File: config.mk
export PLATFORM = sky130hd
export DESIGN_NAME = param_updown_counter
export DESIGN_NICKNAME = d
export VERILOG_FILES = /design/src/rtl/param_updown_counter_pkg.sv /design/src/rtl/param_updown_counter_sat_event_counter.sv /design/src/rtl/param_updown_counter.sv
export SDC_FILE = /design/constraint.sdc
export NUM_CORES = 1
export LEC_CHECK = 0
export ABC_AREA = 1
export BUFFER_PORTS_ARGS = -buffer_cell sky130_fd_sc_hd__buf_2
export CORE_MARGIN = 1
export CORE_UTILIZATION = 51
export DETAILED_ROUTE_END_ITERATION = 6
export GPL_TIMING_DRIVEN = 0
export PLACE_DENSITY_LB_ADDON = 0.05
export SETUP_SLACK_MARGIN = 0.05
export SYNTH_ARGS = -nofsm -noshare
export SYNTH_HDL_FRONTEND = slang
export SYNTH_SLANG_ARGS = --single-unit
export TNS_END_PERCENT = 5
File: constraint.sdc
create_clock -name clk -period 4.1 [get_ports clk]
set_clock_uncertainty 0.1 [all_clocks]
set_input_delay 0.205 -clock clk [delete_from_list [all_inputs] [get_ports clk]]
set_output_delay 0.205 -clock clk [all_outputs]
set_load 0.03 [all_outputs]
File: src/rtl/param_updown_counter_pkg.sv
// param_updown_counter_pkg: shared types and constants for the up/down counter.
package param_updown_counter_pkg;
  typedef enum logic {COUNT, HALT} cnt_state_t;
  localparam logic DIR_UP = 1'b1;
  localparam logic DIR_DN = 1'b0;
  localparam int WRAP_CNT_W = 8;
endpackage

File: src/rtl/param_updown_counter_sat_event_counter.sv
// sat_event_counter: saturating event counter with synchronous clear.
module sat_event_counter #(
  parameter int WIDTH = 8
) (
  input  logic             clk,
  input  logic             clr,
  input  logic             inc,
  output logic [WIDTH-1:0] cnt
);
  always_ff @(posedge clk)
    cnt <= clr ? '0 : (inc && cnt != '1) ? cnt + WIDTH'(1) : cnt;
endmodule

File: src/rtl/param_updown_counter.sv
// param_updown_counter: up/down modulus counter with load, terminal pulse and one-shot halt.
// Optional wrap_cnt output enabled by PARAM_UPDOWN_COUNTER_WRAP_CNT_EN.
module param_updown_counter
  import param_updown_counter_pkg::*;
#(
  parameter int WIDTH = 4
) (
  input  logic             clk,
  input  logic             rst,
  input  logic             en,
  input  logic             up_dn,
  input  logic             load,
  input  logic [WIDTH-1:0] load_val,
  input  logic [WIDTH-1:0] mod_max,
  input  logic             one_shot,
  output logic [WIDTH-1:0] q,
  output logic             tc,
  output logic             done
`ifdef PARAM_UPDOWN_COUNTER_WRAP_CNT_EN
  ,
  output logic [WRAP_CNT_W-1:0] wrap_cnt
`endif
);
  cnt_state_t state, state_nxt;
  logic cnt_act, up_term, dn_term, term, tc_nxt;
  logic [WIDTH-1:0] q_ld, q_cnt, q_nxt;
  always_ff @(posedge clk) begin
    state <= rst ? COUNT : state_nxt;
    done  <= rst ? 1'b0 : state_nxt == HALT;
    q     <= rst ? '0 : q_nxt;
    tc    <= rst ? 1'b0 : tc_nxt;
  end
  always_comb
    state_nxt = load ? COUNT : (term && one_shot) ? HALT : state;
  // Down count above a lowered modulus clamps to mod_max without a terminal event.
  always_comb begin
    q_ld    = load_val > mod_max ? mod_max : load_val;
    cnt_act = en && state == COUNT;
    up_term = q >= mod_max;
    dn_term = q == '0;
    term    = cnt_act && (up_dn == DIR_UP ? up_term : dn_term);
    q_cnt   = up_dn == DIR_UP ? (up_term ? (one_shot ? mod_max : '0) : q + WIDTH'(1))
            : q > mod_max ? mod_max
            : dn_term ? (one_shot ? '0 : mod_max) : q - WIDTH'(1);
    q_nxt   = load ? q_ld : cnt_act ? q_cnt : q;
    tc_nxt  = !load && term;
  end
`ifdef PARAM_UPDOWN_COUNTER_WRAP_CNT_EN
  sat_event_counter #(.WIDTH(WRAP_CNT_W)) u_wrap (
    .clk(clk),
    .clr(rst || load),
    .inc(tc_nxt),
    .cnt(wrap_cnt)
  );
`endif
endmodule

Yosys cells after proc, flatten, opt, wreduce, memory -nomap -nowiden

Index checks and enable logic that the tools add are counted.

Add/sub/neg operators: 2
Bitwise logic cells: 1
Mux-type cells: 10
Magnitude comparators: 3
Reduce and logical (&&, ||, !) cells: 8

Operators by type and width:

| kind                | number |
|---|---|
| $mux 4              | 9 |
| $gt 4x4->1          | 2 |
| $add 4x1->4 const B | 1 |
| $ge 4x4->1          | 1 |
| $logic_and 1x1->1   | 4 |
| $logic_not 4->1     | 1 |
| $sub 4x1->4 const B | 1 |
| $reduce_bool 2->1   | 1 |
| $reduce_or 2->1     | 1 |
| $logic_not 1->1     | 1 |
| $mux 1              | 1 |
| $not 1->1           | 1 |

Output and inout bits: 6
Flip-flop bits (word level): 6
Bits of input ports: 14

Longest topological paths before layout

Depth after elaboration: 6
Gate-level depth with buffers: 15

Least setup slack after synthesis

OpenSTA, ideal clock, no wires.

Kind: register -> register
Start: register q[1]
End: register q[3]
Required time: 3.891 ns
Arrival time: 1.611 ns
Stages on the path, launching flop included: 14
Clock period less this slack: 1.820 ns
Setup slack: 2.280 ns
Buffers on the path: 0
Setup time: 0.109 ns
Cells stage by stage: dfxtp_1 > ha_1 > nand2_1 > nand2_1 > nand2_2 > nand2_4 > nand2_2 > clkinv_2 > nand2_1 > nand2_1 > nand2_1 > nand3_1 > nand2_1 > inv_1

Cells in the longest elaborated chain, start to end: 6
Elaborated cells on any way between the ends: 11

Ends and longest elaborated chain:

| element                                               | RTL line                                               | source |
|---|---|---|
| start: declaration                                    | param_updown_counter.sv:16                             | `output logic [WIDTH-1:0] q,` |
| start signal: assignment                              | param_updown_counter.sv:30                             | `q <= rst ? '0 : q_nxt;` |
| $sub 4x1->4 / $logic_not 4->1 (equally long branches) | param_updown_counter.sv:44, param_updown_counter.sv:40 |  |
| $mux 4                                                | param_updown_counter.sv:44                             | `: dn_term ? (one_shot ? '0 : mod_max) : q - WIDTH'(1);` |
| $mux 4                                                | param_updown_counter.sv:43                             | `: q > mod_max ? mod_max` |
| $mux 4 (*)                                            | param_updown_counter.sv:42                             | `q_cnt = up_dn == DIR_UP ? (up_term ? (one_shot ? mod_max : '0) : q + WIDTH'(1))` |
| $mux 4 (*) (2 in series)                              | param_updown_counter.sv:45                             | `q_nxt = load ? q_ld : cnt_act ? q_cnt : q;` |

Every way passes the cells marked *; elsewhere a longest branch is shown, timed or not. The select of a mux whose other input is x is not followed.
A chain may end at the register's enable or synchronous reset.

Worst setup path after layout

Start: register q[1]
End: register q[1]

The elaborated chain is that of the path after synthesis.

==> flow_summary.toml <==
[logic_synthesis]
synth_area_leaders = "nand2_1 20%, ha_1 14%, dfxtp_1 13%"
netlist.area_leader.share = 0.200
syn-instance-count = 153
synth.net_count = 177
synth.cell_area_sq_um = 901
syn_area_per_cell_sq_um = 5.89
synth_edf_count = 0
synth_ff_type = "dfxtp_1"
synth.distinct_cells = 23
yosys_warnings = 0
synth_area_leader_cell = "nand2_1"
ys_seq_area_frac = 0.133
async_flop_share = 0
ys_ff_latch = 6

[timing]
max_freq_mhz = 546
hold_violations = 0
grt_setup_unrepaired = "false"
finalSetupTns_ns = 0
layout_min_cycle_time_ns = 1.83
slew_viol_final = 0
tightest_slew_ns = 0.303
post-route-period-util = 0.447
slew-limit-headroom = 0.798
setup_viol = 0

[clocking]
post-cts-setup-buffer-count = 0
cts_resized = 0
cts_buffer_depth = 2
cts.sinks = 6
numCtsBuffers = 3
cts_root_buf = "clkbuf_4"
clock_latency_ns = 0.24
cts_max_level = 1
cts_tree = "built"
postCtsHoldBufs = 0
cts.clk_slew.worst_paths_ns = 0.04

[finish]
utilization = 0.659
fillers = 165
layout_commonest_cell = "nand2_1"
areaGrowthSynthToFinish_pct = 15.3
drive_gt1_frac = 0.189
most-common-layout-cells = "48 x nand2_1, 28 x inv_1, 19 x buf_2"
nNetsFinal = 201
diodes = 0

[detailed_routing]
vias = 989
drc = 0
via_per_inst = 5.18
wl_per_cell_um = 11.0
drt-total-wl_um = 2090
first_pass_iters = 6
drt_iter0_drc = 24
ant_nets = 0

[grt]
grt_max_degree = 9
met2_usage = 0.462
grt_first_pass_wirelength_um = 3620
busiest_layer = "met2"
grt_pass1_vias = 914
grt_use_total = 0.244
met1_usage = 0.300
overflow = 0
grtUsageMet3 = 0.0245
antenna_found_initial = 0

[worst_hold_path]
hp-start = "rst"
hold_path_end = "state$_SDFFE_PP0P_"
min_path_type = "input port to flip-flop"
hold_depth = 4

[worst_setup_path]
crit_arrival_ns = 1.90
r2r_slack_ns = 2.27
worst_r2r_endpoint = "q[1]$_SDFFE_PP0P_"
reg2reg_from = "q[1]$_SDFFE_PP0P_"
cp.required_ns = 4.17
cp_common_cell = "nand2_1"
cp-end-kind = "flip-flop"
path_class = "flip-flop to flip-flop"
crit_family = "simple AND/OR/NAND/NOR gates"
cpPeakStageDelay_ns = 0.45
slowest_stage = "dfxtp_1"
cp_max_fo = 6
start_kind = "flip-flop"
crit_chain = "ha_1 > nand2_1 > nand2_1 > nand2_2 > nand2_4 > nand2_2 > nand2_1 > nand2_1 > nand2_1 > nand2_1 > nand2_1 > a21oi_1"
cp_num_buf_inv = 0
rr_worst_depth = 12

[placed_design]
io_buffers = 19
gp_congestion = 0.890
hpwl_um = 1770

[pwr]
power_per_cell_area_nw_per_um2 = 284
leakage_nw = 0.640
ir_worst_vdd_mv = 0.245

[floorplan]
rows = 14
die_h_um = 44.0
io-pin-count = 20
dieArea_sq_um = 1940
initial_core_util = 0.571
coreArea_sq_um = 1580
dieWidth_um = 44.0

[run_status]
status = "finished, final reports clean"

[flow_run]
cap_violations = 0
## registers in the layout (all words and copies together) (netlist names)
signal and flops:
q 4, state 1, tc 1
## synth_stat cells (2+ instances only)
cell type	count
nand4_1	3
nor2_1	12
a21oi_1	5
dfxtp_1	6
nand3_4	2
inv_1	28
o21ai_0	9
nor3_1	2
nand2_2	2
o21bai_1	3
o211ai_1	2
ha_1	10
nand2_1	48
nand3_1	12
## where the power goes
| group | leakage (nW) | switching (mW) | internal [mW] |
|---|---|---|---|
| Sequential | 0.0495 | 0.00871 | 0.0640 |
| Clock | 0.0138 | 0.0198 | 0.0330 |
| Combinational | 0.576 | 0.108 | 0.0619 |
## per-layer routing
layer  part of all wire  wire length [um]  vias up
met1               0.48              1010      441
met4                  0                 0        0
li1                   -                 -      533
met3              0.032                66        0
met5                  0                 0        -
met2               0.48              1010       15
## worst register-to-register path, delay by kind of cell (launching register included)
family | cells | cell delay (ns)
flops | 1 | 0.45
compound gates | 1 | 0.13
simple gates | 10 | 0.75
fa+ha+maj | 1 | 0.32
## worst max path at each step
stage | from | end | depth (start not counted)
CTS | q[1]$_SDFFE_PP0P_ | q[1]$_SDFFE_PP0P_ | 12
detailed placement | q[1]$_SDFFE_PP0P_ | q[1]$_SDFFE_PP0P_ | 12
floorplan | q[1]$_SDFFE_PP0P_ | q[3]$_SDFFE_PP0P_ | 13
global route | q[1]$_SDFFE_PP0P_ | q[1]$_SDFFE_PP0P_ | 12
finish | q[1]$_SDFFE_PP0P_ | q[1]$_SDFFE_PP0P_ | 12
global placement | mod_max[3] | q[3]$_SDFFE_PP0P_ | 15
## cells by family after synthesis
| family | Yosys count | synth area share |
|---|---|---|
| buf+inv | 30 | 0.126 |
| compound gates | 22 | 0.157 |
| xor+xnor | 2 | 0.0194 |
| simple gates | 83 | 0.425 |
| flops | 6 | 0.133 |
| fa+ha+maj | 10 | 0.139 |
## per-stage QoR
| stage | cells | power [mW] | setup WS, ns | hold slack [ns] | instance area [sq um] |
|---|---|---|---|---|---|
| detailed placement | 188 | 0.243 | 2.30 | 0.385 | 1020 |
| global placement | 188 | 0.237 | 2.33 | 0.367 | 1020 |
| global route | 191 | 0.324 | 2.12 | 0.185 | 1040 |
| finish | 191 | 0.295 | 2.27 | 0.153 | 1040 |
| CTS | 191 | 0.297 | 2.28 | 0.151 | 1040 |
| floorplan | 153 | 0.202 | 2.28 | 0.284 | 901 |
## layout make-up
| cell class | count | area (sq um) | area share |
|---|---|---|---|
| multi-input combinational | 117 | 667 | 0.642 |
| sequential | 6 | 120 | 0.116 |
| timing repair buffer | 19 | 95.1 | 0.0916 |
| inverter | 30 | 114 | 0.110 |
| tap | 16 | 20.0 | 0.0193 |
| clock buffer | 3 | 22.5 | 0.0217 |
Power figures use the tool's default switching activity.
